File: src/rtl/ex_mem_elastic_reg_pkg.sv
// Shared definitions for the EX/MEM elastic pipeline register.
// Provides the default PC width and the select encoding for the OUT entry's load source.
`ifndef ADDRWIDTH
`define ADDRWIDTH 32
`endif

package ex_mem_elastic_reg_pkg;

  // Source of the data loaded into the OUT entry on an edge.
  typedef enum logic [0:0] {
    OUT_SRC_INPUT = 1'b0,
    OUT_SRC_SKID  = 1'b1
  } out_src_e;

endpackage

File: src/rtl/ex_mem_entry_reg.sv
// One bundle-wide pipeline entry: a load-enabled data register plus a valid bit.
// State updates on the falling clock edge, like the other stage registers.
// Reset clears everything. A clear drops only the valid bit and leaves the data in place.
module ex_mem_entry_reg #(
  parameter int W = 8
) (
  input  logic         clock_i,
  input  logic         reset_i,
  input  logic         enable_i,
  input  logic         clear_i,
  input  logic         load_i,
  input  logic [W-1:0] data_i,
  output logic [W-1:0] data_o,
  output logic         valid_o
);

  logic [W-1:0] data_q;
  logic         valid_q;

  // Entry storage: reset > clear > load; the enable freezes the entry.
  always_ff @(negedge clock_i) begin
    if (reset_i) begin
      data_q  <= {W{1'b0}};
      valid_q <= 1'b0;
    end else if (enable_i) begin
      if (clear_i) begin
        valid_q <= 1'b0;
      end else if (load_i) begin
        data_q  <= data_i;
        valid_q <= 1'b1;
      end else begin
        valid_q <= valid_q;
      end
    end else begin
      valid_q <= valid_q;
    end
  end

  assign data_o  = data_q;
  assign valid_o = valid_q;

endmodule

File: src/rtl/ex_mem_elastic_reg.sv
// EX/MEM pipeline register with valid/ready handshake and 2-entry skid buffer.
// Adds flush, bubble control zeroing, a sticky halt flag and a saturating stall counter.
module ex_mem_elastic_reg
  import ex_mem_elastic_reg_pkg::*;
#(
  parameter int NB_DATA     = 32,
  parameter int NB_REG      = 5,
  parameter int NB_MEM_CTRL = 6,
  parameter int NB_WB_CTRL  = 3,
  parameter int NB_ADDR     = `ADDRWIDTH,
  parameter int NB_CNT      = 32
) (
  input  logic                   clock_i,
  input  logic                   reset_i,
  input  logic                   enable_pipe_i,
  input  logic                   flush_i,
  input  logic                   valid_i,
  output logic                   ready_o,
  input  logic [NB_DATA-1:0]     alu_result_i,
  input  logic [NB_DATA-1:0]     data_write_i,
  input  logic [NB_DATA-1:0]     data_inm_i,
  input  logic [NB_REG-1:0]      write_register_i,
  input  logic [NB_ADDR-1:0]     pc_i,
  input  logic [NB_MEM_CTRL-1:0] MEM_control_i,
  input  logic [NB_WB_CTRL-1:0]  WB_control_i,
  input  logic                   halt_detected_i,
  output logic [NB_DATA-1:0]     alu_result_o,
  output logic [NB_DATA-1:0]     data_write_o,
  output logic [NB_DATA-1:0]     data_inm_o,
  output logic [NB_REG-1:0]      write_register_o,
  output logic [NB_ADDR-1:0]     pc_o,
  output logic [NB_MEM_CTRL-1:0] MEM_control_o,
  output logic [NB_WB_CTRL-1:0]  WB_control_o,
  output logic                   valid_o,
  input  logic                   ready_i,
  output logic                   reg_write_o,
  output logic                   halt_detected_o,
  output logic [NB_CNT-1:0]      stall_count_o
);

  localparam int WB_REGWRITE_BIT = NB_WB_CTRL - 1;
  localparam int NB_BUNDLE = 3 * NB_DATA + NB_REG + NB_ADDR + NB_MEM_CTRL + NB_WB_CTRL;

  logic [NB_BUNDLE-1:0] in_bundle_s;
  logic [NB_BUNDLE-1:0] out_bundle_s;
  logic [NB_BUNDLE-1:0] skid_bundle_s;
  logic [NB_BUNDLE-1:0] out_load_data_s;
  logic                 out_valid_s;
  logic                 skid_valid_s;
  logic                 acc_s;
  logic                 ret_s;
  logic                 out_load_s;
  logic                 out_clr_s;
  logic                 skid_load_s;
  logic                 skid_clr_s;
  out_src_e             out_src_s;

  logic                 halt_seen_q;
  logic                 halt_seen_d;
  logic [NB_CNT-1:0]    stall_q;
  logic [NB_CNT-1:0]    stall_d;

  logic [NB_DATA-1:0]     alu_s;
  logic [NB_DATA-1:0]     dwr_s;
  logic [NB_DATA-1:0]     inm_s;
  logic [NB_REG-1:0]      wreg_s;
  logic [NB_ADDR-1:0]     pc_s;
  logic [NB_MEM_CTRL-1:0] mem_s;
  logic [NB_WB_CTRL-1:0]  wb_s;

  assign in_bundle_s = {alu_result_i, data_write_i, data_inm_i, write_register_i,
                        pc_i, MEM_control_i, WB_control_i};

  // ready_o depends only on registered state and the enable, never on valid_i/ready_i.
  assign ready_o = enable_pipe_i & ~skid_valid_s & ~halt_seen_q;
  assign acc_s   = valid_i & ready_o;
  assign ret_s   = out_valid_s & ready_i & enable_pipe_i;

  // Handshake steering: decide which entries load or clear on this edge.
  always_comb begin
    out_load_s  = 1'b0;
    out_clr_s   = 1'b0;
    skid_load_s = 1'b0;
    skid_clr_s  = 1'b0;
    out_src_s   = OUT_SRC_INPUT;
    if (flush_i) begin
      out_clr_s  = 1'b1;
      skid_clr_s = 1'b1;
    end else if (!out_valid_s) begin
      out_load_s = acc_s;
    end else if (ret_s && skid_valid_s) begin
      out_load_s = 1'b1;
      out_src_s  = OUT_SRC_SKID;
      skid_clr_s = 1'b1;
    end else if (ret_s) begin
      if (acc_s) begin
        out_load_s = 1'b1;
      end else begin
        out_clr_s = 1'b1;
      end
    end else begin
      skid_load_s = acc_s;
    end
  end

  assign out_load_data_s = (out_src_s == OUT_SRC_SKID) ? skid_bundle_s : in_bundle_s;

  ex_mem_entry_reg #(.W(NB_BUNDLE)) u_out_entry (
    .clock_i  (clock_i),
    .reset_i  (reset_i),
    .enable_i (enable_pipe_i),
    .clear_i  (out_clr_s),
    .load_i   (out_load_s),
    .data_i   (out_load_data_s),
    .data_o   (out_bundle_s),
    .valid_o  (out_valid_s)
  );

  ex_mem_entry_reg #(.W(NB_BUNDLE)) u_skid_entry (
    .clock_i  (clock_i),
    .reset_i  (reset_i),
    .enable_i (enable_pipe_i),
    .clear_i  (skid_clr_s),
    .load_i   (skid_load_s),
    .data_i   (in_bundle_s),
    .data_o   (skid_bundle_s),
    .valid_o  (skid_valid_s)
  );

  // Next state for the sticky halt flag and the saturating stall counter.
  always_comb begin
    halt_seen_d = halt_seen_q;
    stall_d     = stall_q;
    if (acc_s && halt_detected_i && !flush_i) begin
      halt_seen_d = 1'b1;
    end else begin
      halt_seen_d = halt_seen_q;
    end
    if (out_valid_s && !ready_i && enable_pipe_i && (stall_q != {NB_CNT{1'b1}})) begin
      stall_d = stall_q + {{(NB_CNT-1){1'b0}}, 1'b1};
    end else begin
      stall_d = stall_q;
    end
  end

  // Halt flag and stall counter registers; frozen while the pipe is disabled.
  always_ff @(negedge clock_i) begin
    if (reset_i) begin
      halt_seen_q <= 1'b0;
      stall_q     <= {NB_CNT{1'b0}};
    end else if (enable_pipe_i) begin
      halt_seen_q <= halt_seen_d;
      stall_q     <= stall_d;
    end else begin
      halt_seen_q <= halt_seen_q;
      stall_q     <= stall_q;
    end
  end

  assign {alu_s, dwr_s, inm_s, wreg_s, pc_s, mem_s, wb_s} = out_bundle_s;

  assign alu_result_o     = alu_s;
  assign data_write_o     = dwr_s;
  assign data_inm_o       = inm_s;
  assign write_register_o = wreg_s;
  assign pc_o             = pc_s;
  // Bubbles carry no MEM/WB side effects; data fields keep their last value.
  assign MEM_control_o    = out_valid_s ? mem_s : {NB_MEM_CTRL{1'b0}};
  assign WB_control_o     = out_valid_s ? wb_s  : {NB_WB_CTRL{1'b0}};
  assign valid_o          = out_valid_s;
  assign reg_write_o      = wb_s[WB_REGWRITE_BIT] & out_valid_s;
  assign halt_detected_o  = halt_seen_q;
  assign stall_count_o    = stall_q;

endmodule

File: config.mk
export PLATFORM = sky130hd
export DESIGN_NAME = ex_mem_elastic_reg
export DESIGN_NICKNAME = d
export VERILOG_FILES = /design/src/rtl/ex_mem_elastic_reg_pkg.sv /design/src/rtl/ex_mem_entry_reg.sv /design/src/rtl/ex_mem_elastic_reg.sv
export SDC_FILE = /design/constraint.sdc
export NUM_CORES = 1
export LEC_CHECK = 0
export BUFFER_PORTS_ARGS = -buffer_cell sky130_fd_sc_hd__buf_2
export CAP_MARGIN = 20
export CORE_AREA = 2 2 218 220
export DETAILED_ROUTE_END_ITERATION = 10
export DIE_AREA = 0 0 220 222
export GPL_ROUTABILITY_DRIVEN = 0
export RECOVER_POWER = 50
export SETUP_SLACK_MARGIN = 0.2
export SYNTH_ARGS = -nofsm -noshare
export SYNTH_HDL_FRONTEND = slang
export SYNTH_HIERARCHICAL = 1
export SYNTH_SLANG_ARGS = --single-unit
export TNS_END_PERCENT = 100
File: constraint.sdc
create_clock -name clock_i -period 6.22 [get_ports clock_i]
set_clock_uncertainty 0.1 [all_clocks]
set_input_delay 1.555 -clock clock_i [delete_from_list [all_inputs] [get_ports clock_i]]
set_output_delay 1.555 -clock clock_i [all_outputs]
set_load 0.02 [all_outputs]
==> results.yml <==
critical_path:
  crit_arrival_ns: 4.47
  crit_slowest_cell: "dfxtp_2"
  required_ns: 4.57
  end_kind: "primary output"
  rr_endpoint: "stall_count_o[31]"
  crit_path_frequent_cell: "buf_6"
  path_cells: "nand2b_4 > buf_6 > nor2_4 > buf_6"
  r2r_start: "stall_count_o[0]"
  reg2reg_depth: 6
  slowest_delay_ns: 0.31
  crit_type: "reg -> out"
  r2r_slack_ns: 3.72
  start_kind: "flip-flop"
  crit_fanout: 2
global_route:
  grt_pass1_vias: 14100
  antenna_found_initial: 4
  grt_usage_pct: 16.8
  grt_max_degree: 116
  grt_pass1_wl_um: 67400
  overflow: 0
placed_design:
  port_buffers: 326
  postPlaceCellArea_um2: 18900
  hpwlAfterDp_um: 28800
  pre_cts_ws_ns: -0.149
yosys:
  yosysMostFrequentCell: "nand2b_1"
  postSynthCellCount: 1620
  synth.largest_area_cell: "dfxtp_1"
  postSynthAreaPerCell_um2: 9.98
  yosysSeqAreaShare_pct: 39.5
  synth_top_area_share_pct: 39.5
  synth_nets: 1770
  synth_ff_type: "dfxtp_1"
  postSynth.asyncResetShare_pct: 0
  synth_area_leaders: "dfxtp_1 39%, nand2b_1 22%, mux2i_1 18%, mux2_2 10%, clkbuf_1 1.7%"
  ys_warn_count: 6
  ys_types: 42
  syn_area_um2: 16200
  synth_edf_count: 0
  synth_common_cells: "571 x nand2b_1, 319 x dfxtp_1, 285 x mux2i_1"
  synth-seq-cells: 319
power:
  power_leakage_nw: 9.29
  p_seq_share_pct: 36.9
  p_comb_share_pct: 5.9
  power_density_nw_per_um2: 263
  p_sw_mw: 1.65
  pwr-share-clk_pct: 57.1
  swShare_pct: 29.3
  internal-power_mw: 3.98
  max-vdd-ir-drop_uv: 248
sta:
  setup_tns_ns: 0
  relSlewSlack_pct: 40.2
  final-setup-viol-count: 0
  finalWorstSetupSlack_ns: 0.0924
  grt_setup_unrepaired: "true"
  hold_viol_final: 0
  worst_pin_slew_ns: 0.888
  final-max-slew-violation-count: 0
clock_tree:
  htree_levels: 2
  cts_tree: "yes"
  clock-sinks: 319
  clk_path_buf_depth: 3
  numCtsBuffers: 41
  clk_latency_ns: 0.61
  path_clk_slew_ns: 0.04
  root_buffer: "clkbuf_16"
route:
  vias: 13300
  drc: 0
  ant_nets: 0
  drt_iter0_drc: 534
  totalWireLength_um: 42600
  wl_per_cell_um: 14.6
  vias_per_cell: 4.57
  first_pass_iters: 5
layout:
  drive_gt1_share_pct: 27.4
  nNetsFinal: 2422
  final_area_um2: 21400
  syn2layout_area_growth_pct: 32.3
min_path:
  hold_path_class: "reg -> reg"
  holdPathStages: 2
  min_from: "u_skid_entry/data_o[122]"
  min_to: "u_skid_entry/data_o[122]"
floorplanning:
  start_util_pct: 35.0
  die_w_um: 220
  io_pins: 327
  die-area_um2: 48800
  die_h_um: 222
  num_rows: 79
  core_um2: 46300
status:
  status: "completed"
flow_run:
  cap_viol_max_count: 0
## kinds of logic (layout without fill, tap and decap cells)
group | count (synthesis) | count (layout) | synth area share [%]
xor+xnor | 13 | 13 | 0.704
fa+ha+maj | 1 | 1 | 0.0774
buf+inv | 124 | 805 | 4.16
mux | 428 | 428 | 27.6
simple gates | 683 | 683 | 26.1
compound gates | 52 | 52 | 1.89
other cells | 0 | 3 | 0
flops | 319 | 319 | 39.5
## repair_timing
item,CTS,global route
setup endpoints to repair,24,26
setup buffers,2,0
hold buffers,0,0
resized for setup,25,14
## registers in the layout, summed over array words and instances, names as in the netlist
| signal | flops |
|---|---|
| stall_count_o | 32 |
| u_skid_entry/valid_o | 1 |
| halt_detected_o | 1 |
| u_skid_entry/data_o | 142 |
| u_out_entry/valid_o | 1 |
| u_out_entry/data_o | 142 |
## cells in the final DEF (no fill, tap or decap), drive strengths merged, types with 2 or more instances in the layout
cell type / n
nand2: 14
mux2: 143
nor2: 21
a21oi: 22
nor2b: 2
inv: 334
nor3: 4
xnor2: 13
and4: 5
and3: 3
nor4: 6
mux2i: 285
and2: 10
a211oi: 9
or3: 13
diode: 3
dfxtp: 319
clkbuf: 80
nand4: 10
or2: 2
nand3: 14
o21ai: 15
clkinvlp: 12
nand2b: 571
buf: 374
and3b: 3
bufinv: 5
## power by group through the flow
stage | Sequential, mW | Combinational (mW) | Clock [mW]
after floorplan | 2.12 | 0.199 | 0.313
after CTS | 2.08 | 0.340 | 3.39
final | 2.08 | 0.333 | 3.22
after global placement | 2.11 | 0.331 | 0.313
after detailed placement | 2.11 | 0.336 | 0.313
after global routing | 2.08 | 0.364 | 3.61
## worst max-delay path, delay by kind of cell, from the launching register on
kind / cells / cell delay [ns]
buffers and inverters: 2 / 0.25
flip-flops: 1 / 0.31
AND/OR/NAND/NOR: 2 / 0.22
## area by class of cell
cell class	count	area [um2]
Tap cell	607	759
Clock buffer	43	1080
Sequential cell	319	6420
Inverter	3	11.3
Multi-Input combinational cell	1177	9140
Timing Repair Buffer	411	2520
Antenna cell	3	7.51
Clock inverter	348	1470
Fill cell	4525	24900
## per-layer routing
metal  up-vias  wire [um]  share of wire, %  track usage, %
li1       6745          -                 -               -
met1      6207      18900                44            19.4
met4         2        685               1.6            7.75
met5         -          7             0.016               0
met3        51       2770               6.5            7.56
met2       308      20200                47            26.5
## how the worst max path moves through the flow
stage / from / end / slack [ns]
floorplan: enable_pipe_i / u_out_entry/data_o[100] / -0.10
global placement: enable_pipe_i / u_out_entry/data_o[96] / -0.11
detailed placement: enable_pipe_i / u_out_entry/data_o[78] / -0.15
CTS: u_skid_entry/valid_o / ready_o / 0.06
global route: enable_pipe_i / u_skid_entry/data_o[52] / 0.02
finish: u_skid_entry/valid_o / ready_o / 0.09
## per-stage QoR
stage          power (mW)  hold WS, ns  cells  util, %
3_3_place_gp         2.75        0.354   2518     40.9
4_1_cts              5.81        0.367   2908     46.5
6_report             5.63        0.364   2911     46.3
2_1_floorplan        2.63        0.344   1620        -
3_5_place_dp         2.76        0.359   2518     40.9
5_1_grt              6.05        0.381   2910     46.2
Power figures use the tool's default switching activity.
